===== src/rtl/fdiv_arbiter.sv =====
// Round-robin arbiter that shares one iterative FP divider among N requesters.
// A watchdog turns a divide that never completes (divide by zero) into an error response.
module fdiv_arbiter #(
  parameter int N       = 4,
  parameter int ID_W    = 2,
  parameter int TIMEOUT = 40
) (
  input  logic              clk,
  input  logic              rst,
  input  logic [N-1:0]      req_valid,
  input  logic [N*32-1:0]   req_a,
  input  logic [N*32-1:0]   req_b,
  output logic [N-1:0]      req_ready,
  output logic              rsp_valid,
  output logic [ID_W-1:0]   rsp_id,
  output logic [31:0]       rsp_q,
  output logic              rsp_err,
  output logic              busy,
  output logic              div_start,
  output logic [31:0]       div_a,
  output logic [31:0]       div_b,
  input  logic [31:0]       div_q,
  input  logic              div_valid
);

  localparam int TW = $clog2(TIMEOUT + 1);

  typedef enum logic [1:0] {
    IDLE  = 2'd0,
    ISSUE = 2'd1,
    WAIT  = 2'd2,
    RESP  = 2'd3
  } state_t;

  state_t            state_r, state_s;
  logic [ID_W-1:0]   rr_ptr_r, gnt_id_r, gnt_idx_s, cand_s;
  logic [ID_W:0]     sum_s;
  logic              gnt_found_s, hit_s, timeout_s;
  logic [31:0]       sel_a_s, sel_b_s;
  logic [TW-1:0]     timer_r;
  logic [N-1:0]      req_ready_r;
  logic              rsp_valid_r, rsp_err_r, busy_r, div_start_r;
  logic [ID_W-1:0]   rsp_id_r;
  logic [31:0]       rsp_q_r, div_a_r, div_b_r;

  // Signed infinity returned when the watchdog aborts a divide.
  function automatic logic [31:0] abort_q(input logic [31:0] a, input logic [31:0] b);
    return {a[31] ^ b[31], 8'hFF, 23'h000000};
  endfunction

  assign timeout_s = (timer_r == TW'(TIMEOUT - 1));

  // Round-robin search starting at rr_ptr, wrapping modulo N.
  always_comb begin
    gnt_found_s = 1'b0;
    gnt_idx_s   = {ID_W{1'b0}};
    sum_s       = {(ID_W+1){1'b0}};
    cand_s      = {ID_W{1'b0}};
    hit_s       = 1'b0;
    for (int k = 0; k < N; k++) begin
      sum_s       = {1'b0, rr_ptr_r} + (ID_W+1)'(k);
      cand_s      = (sum_s >= (ID_W+1)'(N)) ? ID_W'(sum_s - (ID_W+1)'(N)) : sum_s[ID_W-1:0];
      hit_s       = req_valid[cand_s] & ~gnt_found_s;
      gnt_idx_s   = hit_s ? cand_s : gnt_idx_s;
      gnt_found_s = gnt_found_s | hit_s;
    end
    sel_a_s = req_a[{gnt_idx_s, 5'd0} +: 32];
    sel_b_s = req_b[{gnt_idx_s, 5'd0} +: 32];
  end

  // Next-state logic.
  always_comb begin
    state_s = state_r;
    case (state_r)
      IDLE:    state_s = gnt_found_s ? ISSUE : IDLE;
      ISSUE:   state_s = WAIT;
      WAIT:    state_s = (div_valid || timeout_s) ? RESP : WAIT;
      RESP:    state_s = IDLE;
      default: state_s = IDLE;
    endcase
  end

  // State register.
  always_ff @(posedge clk or posedge rst) begin
    if (rst) begin
      state_r <= IDLE;
    end else begin
      state_r <= state_s;
    end
  end

  // Datapath and registered outputs; pulses are set on the transition into their state.
  always_ff @(posedge clk or posedge rst) begin
    if (rst) begin
      rr_ptr_r    <= {ID_W{1'b0}};
      gnt_id_r    <= {ID_W{1'b0}};
      timer_r     <= {TW{1'b0}};
      req_ready_r <= {N{1'b0}};
      rsp_valid_r <= 1'b0;
      rsp_id_r    <= {ID_W{1'b0}};
      rsp_q_r     <= 32'h00000000;
      rsp_err_r   <= 1'b0;
      busy_r      <= 1'b0;
      div_start_r <= 1'b0;
      div_a_r     <= 32'h00000000;
      div_b_r     <= 32'h00000000;
    end else begin
      req_ready_r <= {N{1'b0}};
      div_start_r <= 1'b0;
      rsp_valid_r <= 1'b0;
      busy_r      <= (state_s != IDLE);
      case (state_r)
        IDLE: begin
          if (gnt_found_s) begin
            gnt_id_r    <= gnt_idx_s;
            div_a_r     <= sel_a_s;
            div_b_r     <= sel_b_s;
            req_ready_r <= {{(N-1){1'b0}}, 1'b1} << gnt_idx_s;
            div_start_r <= 1'b1;
          end
        end
        ISSUE: timer_r <= {TW{1'b0}};
        WAIT: begin
          timer_r <= timer_r + TW'(1);
          if (div_valid) begin
            rsp_q_r     <= div_q;
            rsp_err_r   <= 1'b0;
            rsp_valid_r <= 1'b1;
            rsp_id_r    <= gnt_id_r;
          end else if (timeout_s) begin
            rsp_q_r     <= abort_q(div_a_r, div_b_r);
            rsp_err_r   <= 1'b1;
            rsp_valid_r <= 1'b1;
            rsp_id_r    <= gnt_id_r;
          end
        end
        RESP: rr_ptr_r <= (gnt_id_r == ID_W'(N - 1)) ? {ID_W{1'b0}} : gnt_id_r + ID_W'(1);
        default: ;
      endcase
    end
  end

  assign req_ready = req_ready_r;
  assign rsp_valid = rsp_valid_r;
  assign rsp_id    = rsp_id_r;
  assign rsp_q     = rsp_q_r;
  assign rsp_err   = rsp_err_r;
  assign busy      = busy_r;
  assign div_start = div_start_r;
  assign div_a     = div_a_r;
  assign div_b     = div_b_r;

endmodule

===== config.mk =====
export PLATFORM = sky130hd
export DESIGN_NAME = fdiv_arbiter
export DESIGN_NICKNAME = d
export VERILOG_FILES = /design/src/rtl/fdiv_arbiter.sv
export SDC_FILE = /design/constraint.sdc
export NUM_CORES = 1
export LEC_CHECK = 0
export CORE_AREA = 3 3 157 159
export DETAILED_ROUTE_END_ITERATION = 6
export DIE_AREA = 0 0 160 162
export DONT_BUFFER_PORTS = 1
export SYNTH_ARGS = -nofsm -noshare
export SYNTH_HDL_FRONTEND = slang
export SYNTH_SLANG_ARGS = --single-unit

===== constraint.sdc =====
create_clock -name clk -period 5.1 [get_ports clk]
set_clock_uncertainty 0.2 [all_clocks]
set_input_delay 1.02 -clock clk [delete_from_list [all_inputs] [get_ports clk]]
set_output_delay 1.02 -clock clk [all_outputs]
set_load 0.005 [all_outputs]

==> metrics, run 1 <==
RSZ-0062 raised after global routing no; Reg2Reg Setup Slack 2090 ps; Reg power frac 35.1%; DR vias/cell 5.38; Yosys warning count 0; leak pwr 0.00322 uW; max-cap violations 0; Hold Crit Class register to register; Finish-stage setup viols 0; startpoint types primary input; r2r endpoint div_a[22]; CTS H-Tree Depth 4; vias in the first global route 5277; Worst EP required 5150 ps; Logic pwr share 40.7%; Routability Congestion 0.761; Sinks on Clock Net 118; pwr dens 628 mW/mm2; TritonCTS buffer count 17; FMAX 0.320 GHz; crit end category register; sw frac 43.5%; cell depth of the worst flop-to-flop path 6; # rows 56; fin crit period 3120 ps; Worst Tran Pin Value 1180 ps; DR vias 5236; ANT cells 0; largest net degree at the start of global routing 119; top-count cell post-synth dfrtp_1; Starting Density 31.3%; DR DRC count 0; Die Footprint 0.0259 mm2; hold endpoint timer_r[0]; HPWL after DPL 15500 um; Setup CP Type primary input to register; TritonRoute pass-1 iters 4; Post-Syn Instances 671; share of cells above drive strength 1 28.4%; # Post-CTS Setup Buffers 0; Cell variety after synth 43; Clock Power Share 24.2%; GRT Util Overall 16.3%; Die H 162 um; top cell type by total area after synthesis dfrtp_1; Die W 160 um; Main synth FF type dfrtp_1; core region area 0.0234 mm2; Seq/Total Area, Yosys 40.4%; total nets after synthesis 972; Max IR drop VDD 0.623 mV; Final Total Pwr 5070 uW; Tcrit/Tclk final 61.2%; post-route ant nets 0; setup TNS 0 ps; HP Start timer_r[0]; Worst-Skew Late Latency 420 ps; switching pwr 2210 uW; Worst EP arrival 3180 ps; initial antenna violation count 0; first-pass GRT wire length 33000 um; nets 943; Synth top area share 40.4%; DR WL/cell 22.7 um; FF+latch count, synth 118; Clk pin slew, worst setup/hold paths 60 ps; Rel. slew slack 21.5%; GRT Residual Overflow 0; CTS tree built; 1st-iter DRT viols 400; Critical Path Fanout Max 42; internal power 2870 uW; # IOs 401; Port Buffer Count 0; Synth Cell Area 0.00732 mm2; asr flop ratio synth 100%; Fin. Hold Viols 0; clk root buf clkbuf_16; post-cts hold buffer count 0; dominant cells by area after synthesis dfrtp_1, a221oi_2, a211oi_2; pins over their slew limit 0; Syn Area/Cell 10.9 um2; DRT Wirelength 22100 um; post-CTS resize count 0; Post-synth EDFFs 0; Layout area overhead 10.4%; status finished clean; commonest cells in the netlist dfrtp_1, nor2_1, and2_1, mux2i_1, a211oi_2; maximum buffer depth of the clock tree 2; worst hold path cell count 1; Crit Reg-Reg Startpoint rr_ptr_r[1]
-- critical path: stages --
cell      delay [ps]
nor2b_1          140
a311oi_2          90
or2_4            310
nor2_4           690
buf_4            700
a211oi_2         150
-- through the flow --
| stage | std cells | util (%) | cell area, um2 | hold slack [ps] | worst slack, ps |
|---|---|---|---|---|---|
| 2_1_floorplan | 671 | - | 7320 | 270 | 751 |
| 6_report | 974 | 34.5 | 8080 | 309 | 1980 |
| 5_1_grt | 974 | 34.5 | 8080 | 329 | 1830 |
| 4_1_cts | 974 | 34.5 | 8080 | 318 | 1920 |
| 3_3_place_gp | 942 | 31.9 | 7470 | 299 | 1500 |
| 3_5_place_dp | 942 | 31.9 | 7470 | 310 | 1470 |
-- cell type report --
type                       count  area (um2)
clock inverter                15         181
inverter                       8        32.5
timing repair buffer          12         140
sequential                   118        2950
tap                          319         399
multi-input combinational    485        3950
fill                        2415       15300
clock buffer                  17         425
-- worst max-delay path by stage --
stage	slack, ps	cells after the start	to	from
3_3_place_gp	1500	6	div_a[16]	req_valid[2]
2_1_floorplan	750	1	busy	rst
5_1_grt	1830	6	div_a[22]	req_valid[2]
3_5_place_dp	1470	6	div_a[11]	req_valid[2]
6_report	1980	6	div_a[22]	req_valid[2]
4_1_cts	1920	6	div_a[11]	req_valid[2]
-- registers in the layout, summed over array words and instances, names as in the netlist --
| signal | count |
|---|---|
| req_ready | 4 |
| gnt_id_r | 2 |
| div_b | 32 |
| rr_ptr_r | 2 |
| busy | 1 |
| rsp_id | 2 |
| rsp_valid | 1 |
| rsp_err | 1 |
| div_start | 1 |
| timer_r | 6 |
| state_r | 2 |
| rsp_q | 32 |
| div_a | 32 |
-- kinds of logic after synthesis --
logic type      Yosys count  synth area share (%)
mux                      71                  9.80
fa+ha+maj                 6                  1.03
simple gates            232                  15.3
buf+inv                  68                  6.16
flops                   118                  40.4
xor+xnor                  2                 0.239
compound gates          174                  27.2
-- placed cells by master, fill, tap and decap left out, drive strengths merged, types with 4 or more instances in the layout --
cell type	count
dfrtp	118
nor2	86
mux2i	66
and2	66
a211oi	64
a221oi	64
nand2	56
o21ai	30
inv	18
clkbuf	17
a21oi	12
buf	12
ha	6
mux2	5
clkinv	5
nand3	4
or2	4
-- power groups by stage --
stage	sequential [uW]	clock, uW	combinational (uW)
floorplan	1640	0	1830
global placement	1810	0	2060
detailed placement	1800	0	2100
CTS	1790	1270	2100
global route	1830	1330	2300
finish	1780	1230	2070
-- layer usage --
metal / vias up / GRT usage (%) / share of wire, %
met3: 17 / 4.85 / 7.3
met1: 2587 / 21.4 / 43
li1: 2396 / - / -
met4: 0 / 4.54 / 1.3
met2: 236 / 26.3 / 49
met5: - / 0 / 0
Power figures use the tool's default switching activity.
==> inputs of run 2 (changes only) <==
clock period = 2.66 ns   (was 5.1 ns; I/O delays follow)
==> metrics, run 2 (synthesis gave the netlist of run 1 again) <==
DR vias 5327 (+1.7%); FMAX 0.424 GHz; pins over their slew limit 0 (unchanged); Finish-stage setup viols 0 (unchanged); HPWL after DPL 16600 um (+7.2%); vias in the first global route 5394 (+2.2%); GRT Residual Overflow 0 (unchanged); TritonCTS buffer count 17 (unchanged); DR DRC count 0 (unchanged); setup TNS 0 ps (unchanged); fin crit period 2360 ps; fillers 2367 (-2.0%); Rel. slew slack 43.0% (+21 points); Worst-Skew Late Latency 410 ps (about the same); dpl cells 955 (+1.4%); max-cap violations 0 (unchanged); Hold Crit Class primary input to register; Max IR drop VDD 0.428 mV (-31%); Cell Count, Final, Fillers Out 989 (+1.5%); GRT Util Overall 17.0% (+0.64 points); first-pass GRT wire length 34200 um (+3.6%); Critical Path Fanout Max 32 (-24%); Worst EP arrival 2470 ps (-710 ps); Worst Tran Pin Value 856 ps (-322 ps); largest net degree at the start of global routing 119 (unchanged); maximum buffer depth of the clock tree 2 (unchanged); Tcrit/Tclk final 88.6%; CTS H-Tree Depth 4 (unchanged); Port Buffer Count 0 (unchanged); CP peak stage delay 600 ps (-100 ps); RSZ-0062 raised after global routing no; WHS 34.1 ps (-275 ps); status finished clean; Setup CP Type register to register; DRT Wirelength 23000 um (+4.0%); core region area 0.0234 mm2 (unchanged); pwr dens 1200 mW/mm2 (+91%); post-route ant nets 0 (unchanged); 1st-iter DRT viols 477 (+19%); Starting Density 31.3% (unchanged); Clk pin slew, worst setup/hold paths 70 ps (about the same); DR WL/cell 23.3 um (+2.5%); leak pwr 0.00328 uW (+1.7%); CTS tree built; Die H 162 um (unchanged); Crit path max-delay family simple AND/OR/NAND/NOR gates; commonest non-fill, non-tap cell in the layout dfrtp_1; worst path cell trace mux2i_1, or2_1, and2_4, buf_4, a221oi_2, a211oi_2; crit end category register; Die W 160 um (unchanged); share of cells above drive strength 1 29.7% (+1.3 points); Final Total Pwr 9830 uW (+94%); initial antenna violation count 0 (unchanged); # rows 56 (unchanged); # Post-CTS Setup Buffers 0 (unchanged); Worst EP required 2770 ps (-2380 ps); TritonRoute pass-1 iters 4 (unchanged); Util after Layout 35.0% (+0.52 points); nets 957 (+1.5%); DR vias/cell 5.39 (+0.19%); Routability Congestion 0.790 (+3.8%); Die Footprint 0.0259 mm2 (unchanged); most frequent cells in the layout dfrtp_1, nor2_1, mux2i_1; Bufs and invs on worst path 1 (unchanged); Crit-path slowest cell and2_4; Fin. Hold Viols 0 (unchanged); clk root buf clkbuf_16; startpoint types register; # IOs 401 (unchanged); Layout area overhead 12.0%; Sinks on Clock Net 118 (unchanged)
-- run 2: where the power goes --
group / internal [uW] / switching (uW) / total [uW]
sequential: 2650 / 765 / 3410
combinational: 1680 / 2440 / 4130
clock: 1250 / 1040 / 2290
-- run 2: through the flow --
stage / area (um2) / worst slack (ps)
after floorplan: 7320 / 487
after global placement: 7610 / 212
after detailed placement: 7610 / 227
after CTS: 8200 / 283
after global routing: 8200 / 198
final: 8200 / 303
-- run 2: path summary, 6_finish.rpt --
path                         endpoint  slack [ps]        start  cells past startpoint
min reg2reg                timer_r[0]         320   timer_r[0]                      1
min in group asynchronous    div_b[0]         460          rst                      3
max reg2reg                 div_b[30]         300  rr_ptr_r[1]                      6
min                         rsp_q[18]          30    div_q[18]                      2
max                         div_b[30]         300  rr_ptr_r[1]                      6
max in group asynchronous  timer_r[5]        1040          rst                      3
-- run 2: final cells by class --
class / instances / area (um2) / share of cell area (%)
flip-flops and latches: 118 / 2950 / 36.0
repair buffers: 26 / 285 / 3.48
well taps: 319 / 399 / 4.87
inverters: 8 / 33.8 / 0.412
diodes: 1 / 2.50 / 0.0305
clock buffers: 17 / 425 / 5.19
clock inverters: 15 / 154 / 1.88
multi-input cells: 485 / 3950 / 48.1
-- run 2: timing repair --
item                                    in CTS  in global routing
hold endpoints to repair                     1                  0
endpoints found under the setup margin       0                  0
gates resized for setup                      0                  0
hold buffers                                 1                  0
-- run 2: per-layer routing --
layer | vias up | GRT usage, % | routed length (um)
met4 | 0 | 4.26 | 406
li1 | 2426 | - | -
met3 | 24 | 5.36 | 1690
met2 | 235 | 28.0 | 11500
met5 | - | 0 | 0
met1 | 2642 | 21.7 | 9460
